==> src/rtl/if_id_queue.sv <==
// Elastic IF/ID boundary: DEPTH-entry queue between fetch and decode with
// registered head outputs, pre-sliced decode fields, flush and NOP bubbles.
module if_id_queue #(
    parameter int unsigned INSTR_W = 20,
    parameter int unsigned PC_W    = 8,
    parameter int unsigned DEPTH   = 2,
    parameter int unsigned REG_W   = 4,
    parameter int unsigned OPA_LSB = 8,
    parameter int unsigned OPB_LSB = 4,
    parameter int unsigned OPC_LSB = 16,
    parameter int unsigned OPC_W   = 4
) (
    input  logic                         clock,
    input  logic                         reset,
    input  logic                         flush,
    input  logic                         in_valid,
    output logic                         in_ready,
    input  logic [INSTR_W-1:0]           in_instr,
    input  logic [PC_W-1:0]              in_pc,
    output logic                         out_valid,
    input  logic                         out_ready,
    output logic [INSTR_W-1:0]           out_instr,
    output logic [PC_W-1:0]              out_pc,
    output logic [OPC_W-1:0]             out_opcode,
    output logic [REG_W-1:0]             out_opA,
    output logic [REG_W-1:0]             out_opB,
    output logic [$clog2(DEPTH+1)-1:0]   count
);

    localparam int unsigned PTR_W = (DEPTH > 1) ? $clog2(DEPTH) : 1;
    localparam int unsigned CNT_W = $clog2(DEPTH + 1);

    logic [INSTR_W-1:0] r_mem_instr [DEPTH];
    logic [PC_W-1:0]    r_mem_pc    [DEPTH];

    logic [PTR_W-1:0]   r_wptr;
    logic [PTR_W-1:0]   r_rptr;
    logic [CNT_W-1:0]   r_count;
    logic               r_in_ready;
    logic               r_out_valid;
    logic [INSTR_W-1:0] r_out_instr;
    logic [PC_W-1:0]    r_out_pc;
    logic [OPC_W-1:0]   r_out_opcode;
    logic [REG_W-1:0]   r_out_opA;
    logic [REG_W-1:0]   r_out_opB;

    logic               w_push;
    logic               w_pop;
    logic [CNT_W-1:0]   w_count_nxt;
    logic [CNT_W-1:0]   w_remain;
    logic [PTR_W-1:0]   w_wptr_nxt;
    logic [PTR_W-1:0]   w_rptr_nxt;
    logic [INSTR_W-1:0] w_head_instr;
    logic [PC_W-1:0]    w_head_pc;

    // Next queue state and the entry that will sit at the head after this edge.
    always_comb begin
        w_push       = in_valid && r_in_ready;
        w_pop        = r_out_valid && out_ready;
        w_count_nxt  = r_count + CNT_W'(w_push) - CNT_W'(w_pop);
        w_remain     = r_count - CNT_W'(w_pop);
        w_wptr_nxt   = w_push ? r_wptr + PTR_W'(1) : r_wptr;
        w_rptr_nxt   = w_pop  ? r_rptr + PTR_W'(1) : r_rptr;
        w_head_instr = '0;
        w_head_pc    = '0;
        if (w_count_nxt != '0) begin
            // Nothing left behind the popped head: the incoming entry bypasses storage.
            if (w_remain == '0) begin
                w_head_instr = in_instr;
                w_head_pc    = in_pc;
            end else begin
                w_head_instr = r_mem_instr[w_rptr_nxt];
                w_head_pc    = r_mem_pc[w_rptr_nxt];
            end
        end
    end

    // Entry storage; stale writes after flush/reset are harmless since pointers clear.
    always_ff @(posedge clock) begin
        if (w_push) begin
            r_mem_instr[r_wptr] <= in_instr;
            r_mem_pc[r_wptr]    <= in_pc;
        end
    end

    always_ff @(posedge clock) begin
        if (reset || flush) begin
            r_wptr       <= '0;
            r_rptr       <= '0;
            r_count      <= '0;
            r_in_ready   <= 1'b1;
            r_out_valid  <= 1'b0;
            r_out_instr  <= '0;
            r_out_pc     <= '0;
            r_out_opcode <= '0;
            r_out_opA    <= '0;
            r_out_opB    <= '0;
        end else begin
            r_wptr       <= w_wptr_nxt;
            r_rptr       <= w_rptr_nxt;
            r_count      <= w_count_nxt;
            r_in_ready   <= (w_count_nxt < CNT_W'(DEPTH));
            r_out_valid  <= (w_count_nxt != '0);
            r_out_instr  <= w_head_instr;
            r_out_pc     <= w_head_pc;
            r_out_opcode <= w_head_instr[OPC_LSB +: OPC_W];
            r_out_opA    <= w_head_instr[OPA_LSB +: REG_W];
            r_out_opB    <= w_head_instr[OPB_LSB +: REG_W];
        end
    end

    assign in_ready   = r_in_ready;
    assign out_valid  = r_out_valid;
    assign out_instr  = r_out_instr;
    assign out_pc     = r_out_pc;
    assign out_opcode = r_out_opcode;
    assign out_opA    = r_out_opA;
    assign out_opB    = r_out_opB;
    assign count      = r_count;

endmodule

==> config.mk <==
export PLATFORM = sky130hd
export DESIGN_NAME = if_id_queue
export DESIGN_NICKNAME = d
export VERILOG_FILES = /design/src/rtl/if_id_queue.sv
export SDC_FILE = /design/constraint.sdc
export NUM_CORES = 1
export LEC_CHECK = 0
export CAP_MARGIN = 10
export CORE_ASPECT_RATIO = 2
export CORE_MARGIN = 4
export CORE_UTILIZATION = 25
export CTS_CLUSTER_DIAMETER = 30
export DETAILED_ROUTE_END_ITERATION = 7
export DONT_BUFFER_PORTS = 1
export GPL_TIMING_DRIVEN = 0
export HOLD_SLACK_MARGIN = 0.06
export PLACE_DENSITY = 0.45
export SYNTH_ARGS = -nofsm -noshare
export SYNTH_HDL_FRONTEND = slang
export SYNTH_SLANG_ARGS = --single-unit
==> constraint.sdc <==
create_clock -name clock -period 3.65 [get_ports clock]
set_clock_uncertainty 0.1 [all_clocks]
set_input_delay 0.5475 -clock clock [delete_from_list [all_inputs] [get_ports clock]]
set_output_delay 0.5475 -clock clock [all_outputs]
set_load 0.01 [all_outputs]
Word level (Yosys, flattened, before mapping)
Memory sizes are Yosys's and may differ from the RTL's.
Cells that the tools add are included.
{"block": "word_totals", "register_bits": 46, "mem_bits_rw": 56, "input_bits": 33, "output_inout_bits": 44, "wordCells": 32, "n_memories": 2}
{"block": "classes", "add_sub_neg": 5, "magnitude_cmp": 1, "n_mux": 6, "bitwise_logic": 1, "n_reduce_logical": 6}
{"name": "r_mem_instr", "words": 2, "width": 20, "read_ports": 1, "rd_clocked_by_memory_dff": 0, "write_ports": 1, "line_no": "33", "text": "logic [INSTR_W-1:0] r_mem_instr [DEPTH];"}
{"name": "r_mem_pc", "words": 2, "width": 8, "read_ports": 1, "rd_clocked_by_memory_dff": 0, "write_ports": 1, "line_no": "34", "text": "logic [PC_W-1:0] r_mem_pc [DEPTH];"}
{"operator": "20-bit 2-to-1 mux", "count": 2}
{"operator": "8-bit 2-to-1 mux", "count": 1}
{"operator": "2-bit by 1-bit subtractor with 2-bit output", "count": 2}
{"operator": "1-bit 2-to-1 mux", "count": 3}
{"operator": "1-bit adder, second input constant", "count": 2}
{"operator": "2-bit by 1-bit adder with 2-bit output", "count": 1}
{"operator": "1-bit logical AND", "count": 2}
{"operator": "2-bit logical NOT", "count": 1}
{"operator": "2-bit less-than comparator, second input constant", "count": 1}
{"operator": "2-bit nonzero test", "count": 1}
{"operator": "2-bit OR reduction", "count": 1}
{"operator": "1-bit logical OR", "count": 1}
{"operator": "1-bit NOT", "count": 1}

Logic depth before layout (Yosys ltp)
Gate-level depths: netlist of the first run.
{"block": "depth", "ltp_word": 6, "mapped_depth": 9, "ltp_nobuf": 7}

Worst setup path after synthesis of the first run
OpenSTA, ideal clock, no wires.
{"block": "synth_path", "path_type": "in2reg", "from": "input in_valid", "to": "memory r_mem_instr[0][0] (enable)", "setup_ps": 413, "arrival_time_ps": 1803, "required_time_ps": 3137, "path_slack_ps": 1334, "stages": 2, "path_buffers": 0, "cell_sequence": "nand2_1 -> nor2_1"}
{"block": "synth_between", "elab_chain_len": 3}
{"item": "start, declared", "line_no": "16", "text": "input logic in_valid,"}
{"item": "1-bit logical AND", "line_no": "58", "text": "w_push = in_valid && r_in_ready;"}
{"item": "1-bit 2-to-1 mux", "line_no": "80", "text": "if (w_push) begin"}
{"item": "1-bit 2-to-1 mux (implied by the code)", "line_no": "81", "text": "r_mem_instr[r_wptr] <= in_instr;"}
{"item": "end, declared", "line_no": "33"}
Every way passes these cells.

Worst setup path in the final report of the first run
{"block": "layout_path", "from": "register r_out_valid (netlist: out_valid)", "to": "register r_out_instr[13] (netlist: out_instr[13])"}
{"block": "layout_between", "elab_chain_len": 5, "elab_cells_between_ends": 10, "classes_between": "add/sub (2); mux (2); bitwise (1); reduce/logical (4); memory (1)"}
{"item": "start, declared", "line_no": "40", "text": "logic r_out_valid;"}
{"item": "start signal, assigned", "line_no": "103", "text": "r_out_valid <= (w_count_nxt != '0);"}
{"item": "1-bit logical AND *", "line_no": "59", "text": "w_pop = r_out_valid && out_ready;"}
{"item": "2-bit by 1-bit subtractor with 2-bit output", "line_no": "60", "text": "w_count_nxt = r_count + CNT_W'(w_push) - CNT_W'(w_pop);"}
{"item": "2-bit nonzero test", "line_no": "66", "text": "if (w_count_nxt != '0) begin"}
{"item": "1-bit NOT (no source line)"}
{"item": "2-bit OR reduction (no source line)"}
{"item": "end signal, assigned", "line_no": "104", "text": "r_out_instr <= w_head_instr;"}
{"item": "end, declared", "line_no": "41", "text": "logic [INSTR_W-1:0] r_out_instr;"}
Every way passes the cells marked *; elsewhere a longest branch is shown, timed or not.
A chain may end at the register's enable or synchronous reset.

==> metrics.md, run 1 <==
| Metric | Value |
|---|---|
| Switch Pwr | 517 uW |
| Cell internal pwr | 1.74 mW |
| Average via count per standard cell | 4.41 |
| Power density over cell area | approximately 580 nW/um^2 |
| Number of nets at the end of the flow | 268 |
| Number of detailed-route iterations in the first pass | 4 |
| Clk sinks | 90 |
| Switching part of the total | 0.229 |
| VDD IR-drop max | approximately 0.22 mV |
| Flop and latch count out of synthesis | 90 |
| Ant. Diodes | 0 |
| Status | finished clean |
| Number of enable-type register cells in the synthesized netlist | 56 |
| Effective utilization at floorplan | 0.257 |
| Number of max-slew violations in the final report | 0 |
| Row cnt | slightly below 60 |
| Share of the synthesized area in the top cell type | 0.500 |
| Arrival time of the worst setup path | 2.49 ns |
| Synthesis-to-layout area growth | 15.3% |
| Highest attainable clock frequency | 419 MHz |
| Cell type with the largest total area after synthesis | sky130_fd_sc_hd__edfxtp_1 |
| Largest stage delay, worst path | approximately 0.47 ns |
| Hold Slack | around 0.19 ns |
| Average wire per standard cell | 18.3 um |
| Total number of vias | 1723 |
| Count leader, synth | sky130_fd_sc_hd__edfxtp_1 |
| Number of nets produced by synthesis | 256 |
| Most common flop cell mapped by yosys | sky130_fd_sc_hd__edfxtp_1 |
| HPWL reported at the end of detailed placement | 4980 um |
| Fraction of final layout cells sized beyond drive strength 1 | 0.230 |
| Sequential element share of the synthesized area | 0.703 |
| Async set-reset flop share out of synthesis | 0 |
| CP Capture Point | out_instr[13] |
| Critical register-to-register path endpoint | out_instr[13] |
| Kind of end point of the critical path | flip-flop |
| Setup repair after global routing missed its margin | no |
| Drt first-iter violations | 63 |
| Overflow left after global routing | 0 |
| Slack of the worst reg-to-reg path | between 1 and 1.5 ns |
| Cell count after synthesis | about 220 |
| Post-CTS Setup Bufs | 0 |
| All-layer global routing usage | 0.0967 |
| First element of the critical path | out_valid |
| Startpoint kind of the worst setup timing path | flip-flop |
| Area fraction in compound gates after synthesis | 0.0853 |
| Leakage power figure | 1.51 nW |
| Initial antenna violation count | 0 |
| Synth Cell Area | 3360 um^2 |
| Top cells by instance count after synthesis | sky130_fd_sc_hd__edfxtp_1 (56), sky130_fd_sc_hd__dfxtp_1 (34), sky130_fd_sc_hd__nor2_1 (30), sky130_fd_sc_hd__mux2i_1 (28), sky130_fd_sc_hd__a211oi_1 (19) |
| Worst-skew pair later-pin latency | 0.33 ns |
| DRC violations left | 0 |
| Library cell used as clock root buffer | sky130_fd_sc_hd__clkbuf_16 |
| Synthesized-area fraction occupied by xor and xnor cells | 0.0127 |
| Maximum level of the CTS H-tree | 3 |
| Routability congestion estimate | 0.667 |
| Final Critical Period | roughly 2.4 ns |
| Max-cap check violation count | 0 |
| Register share of total power | 0.518 |
| Clock network fraction of design power | 0.396 |
| Simple-gate share of the synthesized area | 0.0555 |
| Number of routed nets with antenna violations | 0 |
| Worst setup path category | reg2reg |
| Die ar. | 15500 um^2 |
| Mux share of post-synthesis cell area | 0.0834 |
| Standard cell core area | ~13000 um^2 |
| Number of hold violations in the final report | 0 |
| Clock slew at the register clock pins of the worst setup and hold paths | 0.07 ns |
| Number of input and output port buffers inserted | 0 |
| Average size of a mapped cell | ~15 um^2 |
| Required time of the critical path | between 3 and 4 ns |
| Cell breakdown of the critical path | nand2_2, xnor2_1, ha_1, xnor2_1, a31oi_1, o31ai_2, buf_2, buf_6, a211oi_2 |
| Total of hold buffers inserted after clock tree synthesis | 0 |
| Worst min-delay path category | in2reg |
| Top post-synthesis cells by area | sky130_fd_sc_hd__edfxtp_1 (50%), sky130_fd_sc_hd__dfxtp_1 (20%), sky130_fd_sc_hd__mux2i_1 (8.3%) |
| Largest family of logic cells by synthesized area | compound AO/OA/AOI/OAI gates |
| Post-Synth Adder-Cell Area | 0.00372 |
| CTS tree | yes |
| R2r startpoint | out_valid |
| Hold path cells | 1 |
| Util after Layout | 0.297 |
| Count of different cell masters after synthesis | 26 |
| Post-route insts no fill | 391 |
| I/O pins | 77 |
| Most Frequent Cell on Critical Path | sky130_fd_sc_hd__xnor2_1 |
| Wire length after detailed routing | roughly 7000 um |
| Number of setup violations in the final report | 0 |
| Final-layout setup total negative slack | 0 ns |
| Global-route wire length before repair | about 11000 um |
| Crit Path Max Fanout | 10 |
| Chip width | 90.0 um |
| Maximum number of pins on one net before global-route repair | 29 |
| Number of cells upsized or downsized after cts | 0 |
| Placed Cells | 375 |
| Buffers from clock root to sink, at most | 2 |
| Chip Height | approximately 170 um |
| TritonCTS buffer count | 9 |
| Path depth of the worst reg2reg path | 9 |
| Share of the clock period used by the worst path | 0.653 |
| Via count of the first global-routing pass | 1833 |
| Library cell contributing the largest single delay on the critical path | sky130_fd_sc_hd__dfxtp_1 |
| Fraction of power consumed by combinational cells | 0.086 |
| Transition time at the pin with the least slew margin | 0.744 ns |
| Synth warnings | 0 |
| Slew headroom | 0.504 |
==> layout make-up <==
class                      instances  area [um^2]
buffer                            24          186
clock buffer                      11          233
clock inverter                     5         56.3
fill                            1303         9190
inverter                           1         3.75
multi-input combinational        107          817
sequential                        90         2360
tap                              152          190
timing repair buffer               1         27.5
==> kinds of logic after synthesis <==
group	Yosys count
xor+xnor	4
fa+ha+maj	1
mux	28
flops	90
buf+inv	25
compound gates	32
simple gates	42
==> power by group through the flow <==
stage	combinational, mW	clock [mW]	sequential [mW]
CTS	0.202	0.931	1.17
finish	0.195	0.895	1.17
detailed placement	0.201	0	1.20
floorplan	0.146	0	1.19
global route	0.217	0.983	1.18
global placement	0.193	0	1.20
==> worst min path at each step <==
stage / endpoint / startpoint / slack, ns
6_report: r_rptr / reset / 0.19
5_1_grt: r_rptr / reset / 0.17
4_1_cts: r_rptr / reset / 0.17
3_5_place_dp: r_wptr / r_wptr / 0.49
3_3_place_gp: r_wptr / r_wptr / 0.45
2_1_floorplan: r_wptr / r_wptr / 0.43
==> sequential cells by signal, summed over array words and instances (netlist names) <==
signal and count:
r_mem_pc 16, in_ready 1, r_rptr 1, r_mem_instr 40
out_valid 1, r_wptr 1, count 2, out_instr 20
out_pc 8
==> metrics by stage <==
stage	power, mW	setup WS [ns]	area [um^2]
final	2.26	1.27	3880
after global routing	2.38	1.06	3880
after CTS	2.31	1.23	3880
after detailed placement	1.40	1.12	3590
after global placement	1.39	0.336	3550
after floorplan	1.33	1.33	3360
==> cells in the final DEF (no fill, tap or decap) <==
master,Yosys,routed
sky130_fd_sc_hd__nor3_1,2,2
sky130_fd_sc_hd__dfxtp_1,34,34
sky130_fd_sc_hd__xor2_2,1,1
sky130_fd_sc_hd__a211oi_1,19,19
sky130_fd_sc_hd__or2_2,1,1
sky130_fd_sc_hd__o21bai_1,1,1
sky130_fd_sc_hd__buf_12,1,1
sky130_fd_sc_hd__clkinv_2,0,2
sky130_fd_sc_hd__nand2_1,2,2
sky130_fd_sc_hd__edfxtp_1,56,56
sky130_fd_sc_hd__nor3b_2,1,1
sky130_fd_sc_hd__bufinv_16,0,1
sky130_fd_sc_hd__mux2i_1,28,28
sky130_fd_sc_hd__clkbuf_16,0,9
sky130_fd_sc_hd__nand2_2,1,1
sky130_fd_sc_hd__ha_1,1,1
sky130_fd_sc_hd__and3_1,2,1
sky130_fd_sc_hd__buf_16,0,1
sky130_fd_sc_hd__a211oi_2,9,9
sky130_fd_sc_hd__nor2_1,30,29
sky130_fd_sc_hd__and2_1,3,3
sky130_fd_sc_hd__clkbuf_1,1,3
sky130_fd_sc_hd__clkinv_4,0,1
sky130_fd_sc_hd__clkinvlp_4,0,1
sky130_fd_sc_hd__a31oi_1,1,1
sky130_fd_sc_hd__o31ai_2,1,1
sky130_fd_sc_hd__buf_4,16,16
sky130_fd_sc_hd__inv_2,1,1
sky130_fd_sc_hd__xnor2_1,3,3
sky130_fd_sc_hd__and3_2,0,1
sky130_fd_sc_hd__a21oi_1,1,1
sky130_fd_sc_hd__buf_2,4,4
sky130_fd_sc_hd__nor2_4,0,1
sky130_fd_sc_hd__buf_6,2,2
==> per-layer routing <==
| metal | vias up | wire length, um | track usage |
|---|---|---|---|
| met4 | 0 | 177 | 0.0520 |
| met1 | 845 | 2700 | 0.100 |
| met2 | 47 | 3920 | 0.174 |
| met5 | - | 0 | 0 |
| met3 | 9 | 363 | 0.0309 |
| li1 | 822 | - | - |
==> worst max-delay path: cells and delay by family, from the launching register on <==
kind | cells | cell delay [ns]
buf+inv | 2 | 0.57
flops | 1 | 0.47
compound gates | 3 | 0.46
xor+xnor | 2 | 0.31
fa+ha+maj | 1 | 0.19
simple gates | 1 | 0.15
Note: power is estimated with default switching activity, not from simulation.
==> run 2, diff against run 1 <==
==> constraint.sdc (replaced) <==
create_clock -name clock -period 2.3 [get_ports clock]
set_clock_uncertainty 0.1 [all_clocks]
set_input_delay 0.345 -clock clock [delete_from_list [all_inputs] [get_ports clock]]
set_output_delay 0.345 -clock clock [all_outputs]
set_load 0.01 [all_outputs]
==> run 2 against run 1 <==
Compared with the run above: final area up 8.8%; sequential share of layout area down 4.9 points; non-clock buffer count up 32; die area unchanged; critical path type unchanged; largest cell class unchanged.
==> metrics.md, run 2 (same netlist as run 1, synthesis figures left out) <==
| Metric | Value |
|---|---|
| Initial antenna violation count | 0 (unchanged) |
| Effective utilization at floorplan | 0.257 (unchanged) |
| Clk sinks | 90 (unchanged) |
| Chip Height | 172 um (unchanged) |
| Standard cell core area | 13100 um^2 (unchanged) |
| Wire length after detailed routing | 7600 um (+6.1%) |
| Share of the clock period used by the worst path | 0.926 (+0.272) |
| Post-layout worst setup margin | 0.171 ns (-1.09 ns) |
| Maximum level of the CTS H-tree | 3 (unchanged) |
| Worst setup path category | reg2reg |
| Arrival time of the worst setup path | 2.22 ns (-0.27 ns) |
| Ant. Diodes | 0 (unchanged) |
| Kind of end point of the critical path | flip-flop |
| Slew headroom | 0.494 (-0.0102) |
| Most used routing layer | met2 |
| Number of hold violations in the final report | 0 (unchanged) |
| Util after Layout | 0.323 (+0.0261) |
| Clock slew at the register clock pins of the worst setup and hold paths | 0.06 ns (about the same) |
| I/O pins | 77 (unchanged) |
| Switching part of the total | 0.230 (+0.00132) |
| Global routing usage on met3 | 0.0305 (-0.000435) |
| Crit Path Max Fanout | 10 (unchanged) |
| Overflow left after global routing | 0 (unchanged) |
| Leakage power figure | 1.66 nW (+9.8%) |
| Max reg flops | 40 (unchanged) |
| Global-route wire length before repair | 11600 um (+6.5%) |
| Placed Instance Area | 3590 um^2 (unchanged) |
| Highest attainable clock frequency | 470 MHz (+12%) |
| CTS tree | yes |
| Register share of total power | 0.509 (-0.009) |
| Most frequent cells in the layout | sky130_fd_sc_hd__edfxtp_1 (56), sky130_fd_sc_hd__dfxtp_1 (32), sky130_fd_sc_hd__dlygate4sd3_1 (31) |
| Total number of vias | 1864 (+8.2%) |
| Required time of the critical path | 2.39 ns (-1.36 ns) |
| Startpoint kind of the worst setup timing path | flip-flop |
| Routability congestion estimate | 0.667 (unchanged) |
| Switch Pwr | 839 uW (+62%) |
| Final Critical Period | 2.13 ns (-0.255 ns) |
| Number of input and output port buffers inserted | 0 (unchanged) |
| Number of setup violations in the final report | 0 (unchanged) |
| Average via count per standard cell | 4.41 (about the same) |
| Row cnt | 59 (unchanged) |
| HPWL reported at the end of detailed placement | 4980 um (unchanged) |
| Top reg by flops | r_mem_instr |
| Die ar. | 15500 um^2 (unchanged) |
| Number of max-slew violations in the final report | 0 (unchanged) |
| Via count of the first global-routing pass | 2013 (+9.8%) |
| All-layer global routing usage | 0.102 (+0.00510) |
| Chip width | 90.0 um (unchanged) |
| TritonCTS buffer count | 9 (unchanged) |
| Cell internal pwr | 2.81 mW (+61%) |
| Transition time at the pin with the least slew margin | 0.759 ns (+0.0153 ns) |
| Worst min-delay path category | in2reg |
| GR met2 Demand/Resource | 0.189 (+0.0154) |
| Worst-skew pair later-pin latency | 0.33 ns (about the same) |
| GR met1 Demand/Resource | 0.103 (+0.00248) |
| Library cell used as clock root buffer | sky130_fd_sc_hd__clkbuf_16 |
| Most common cell after layout, fill and taps aside | sky130_fd_sc_hd__edfxtp_1 |
| DRC violations left | 0 (unchanged) |
| Number of nets at the end of the flow | 300 (+12%) |
| Power density over cell area | 865 nW/um^2 (+48%) |
| Placed Cells | 375 (unchanged) |
| Average wire per standard cell | 18.0 um (-2.0%) |
| Setup repair after global routing missed its margin | no |
| Post-Place Setup Slack | -0.121 ns (-1.24 ns) |
| Number of detailed-route iterations in the first pass | 4 (unchanged) |
| VDD IR-drop max | 0.346 mV (+59%) |
| Fraction of final layout cells sized beyond drive strength 1 | 0.218 (-0.0124) |
| Fraction of power consumed by combinational cells | 0.101 (+0.015) |
| Max-cap check violation count | 0 (unchanged) |
| Status | finished clean |
| Maximum number of pins on one net before global-route repair | 29 (unchanged) |
| Synthesis-to-layout area growth | 25.5% |
| Hold Slack | 0.0937 ns (-0.0934 ns) |
| Drt first-iter violations | 61 (-3.2%) |
| Post-route insts no fill | 423 (+8.2%) |
| Buffers from clock root to sink, at most | 2 (unchanged) |
| Post-route cell area | 4220 um^2 (+8.8%) |
| Clock network fraction of design power | 0.390 (-0.006) |
| Number of routed nets with antenna violations | 0 (unchanged) |
-- run 2: changes by cell type in the layout (fill, tap and decap cells not counted) --
cell,before,now
sky130_fd_sc_hd__and2_1,3,2
sky130_fd_sc_hd__and2_4,0,1
sky130_fd_sc_hd__buf_12,1,2
sky130_fd_sc_hd__buf_2,4,3
sky130_fd_sc_hd__buf_6,2,3
sky130_fd_sc_hd__dfxtp_1,34,32
sky130_fd_sc_hd__dfxtp_2,0,2
sky130_fd_sc_hd__dlygate4sd3_1,0,31
-- run 2: critical path: stages, from the launching register on --
cell                       delay, ns
sky130_fd_sc_hd__dfxtp_2        0.40
sky130_fd_sc_hd__nand2_2        0.12
sky130_fd_sc_hd__xnor2_1        0.15
sky130_fd_sc_hd__ha_1           0.19
sky130_fd_sc_hd__xnor2_1        0.17
sky130_fd_sc_hd__a31oi_1        0.09
sky130_fd_sc_hd__o31ai_2        0.37
sky130_fd_sc_hd__buf_2          0.32
sky130_fd_sc_hd__a211oi_1       0.09
-- run 2: timing repair --
item | in CTS | in global routing
pin swaps | 0 | 1
cloned | 0 | 0
hold buffers | 31 | 0
setup endpoints to repair | 10 | 20
hold endpoints to repair | 59 | 0
buffers inserted | 0 | 1
gates resized for setup | 3 | 2
-- run 2: worst paths after layout --
path | from | cells after the start | endpoint | slack, ns
worst max-delay path | out_valid | 8 | out_instr[15] | 0.17
worst max register to register | out_valid | 8 | out_instr[15] | 0.17
worst min register to register | r_mem_pc[1][0] | 2 | out_pc[0] | 0.49
worst min-delay path | in_instr[11] | 2 | out_instr[11] | 0.09
-- run 2: power groups by stage --
stage	registers, mW	logic, mW	clock network (mW)
floorplan	1.88	0.231	0
global placement	1.90	0.307	0
detailed placement	1.90	0.319	0
CTS	1.86	0.373	1.48
global route	1.87	0.408	1.56
finish	1.86	0.368	1.42
-- run 2: final cells by class --
cell class	count	area [um^2]
fill	1276	8850
sequential	90	2360
multi-input combinational	107	820
timing repair buffer	33	358
clock buffer	11	233
buffer	24	193
tap	152	190
clock inverter	5	56.3
inverter	1	3.75
-- run 2: routing by layer --
layer	share of wire	routed length, um
met3	0.048	361
met2	0.56	4260
met1	0.37	2800
met4	0.023	177
met5	0	0
-- run 2: stage by stage --
| step | setup TNS (ns) | power [mW] |
|---|---|---|
| floorplan | 0 | 2.12 |
| global placement | -26.38 | 2.20 |
| CTS | 0 | 3.71 |
| detailed placement | -1.01 | 2.22 |
| finish | 0 | 3.65 |
| global route | 0 | 3.83 |
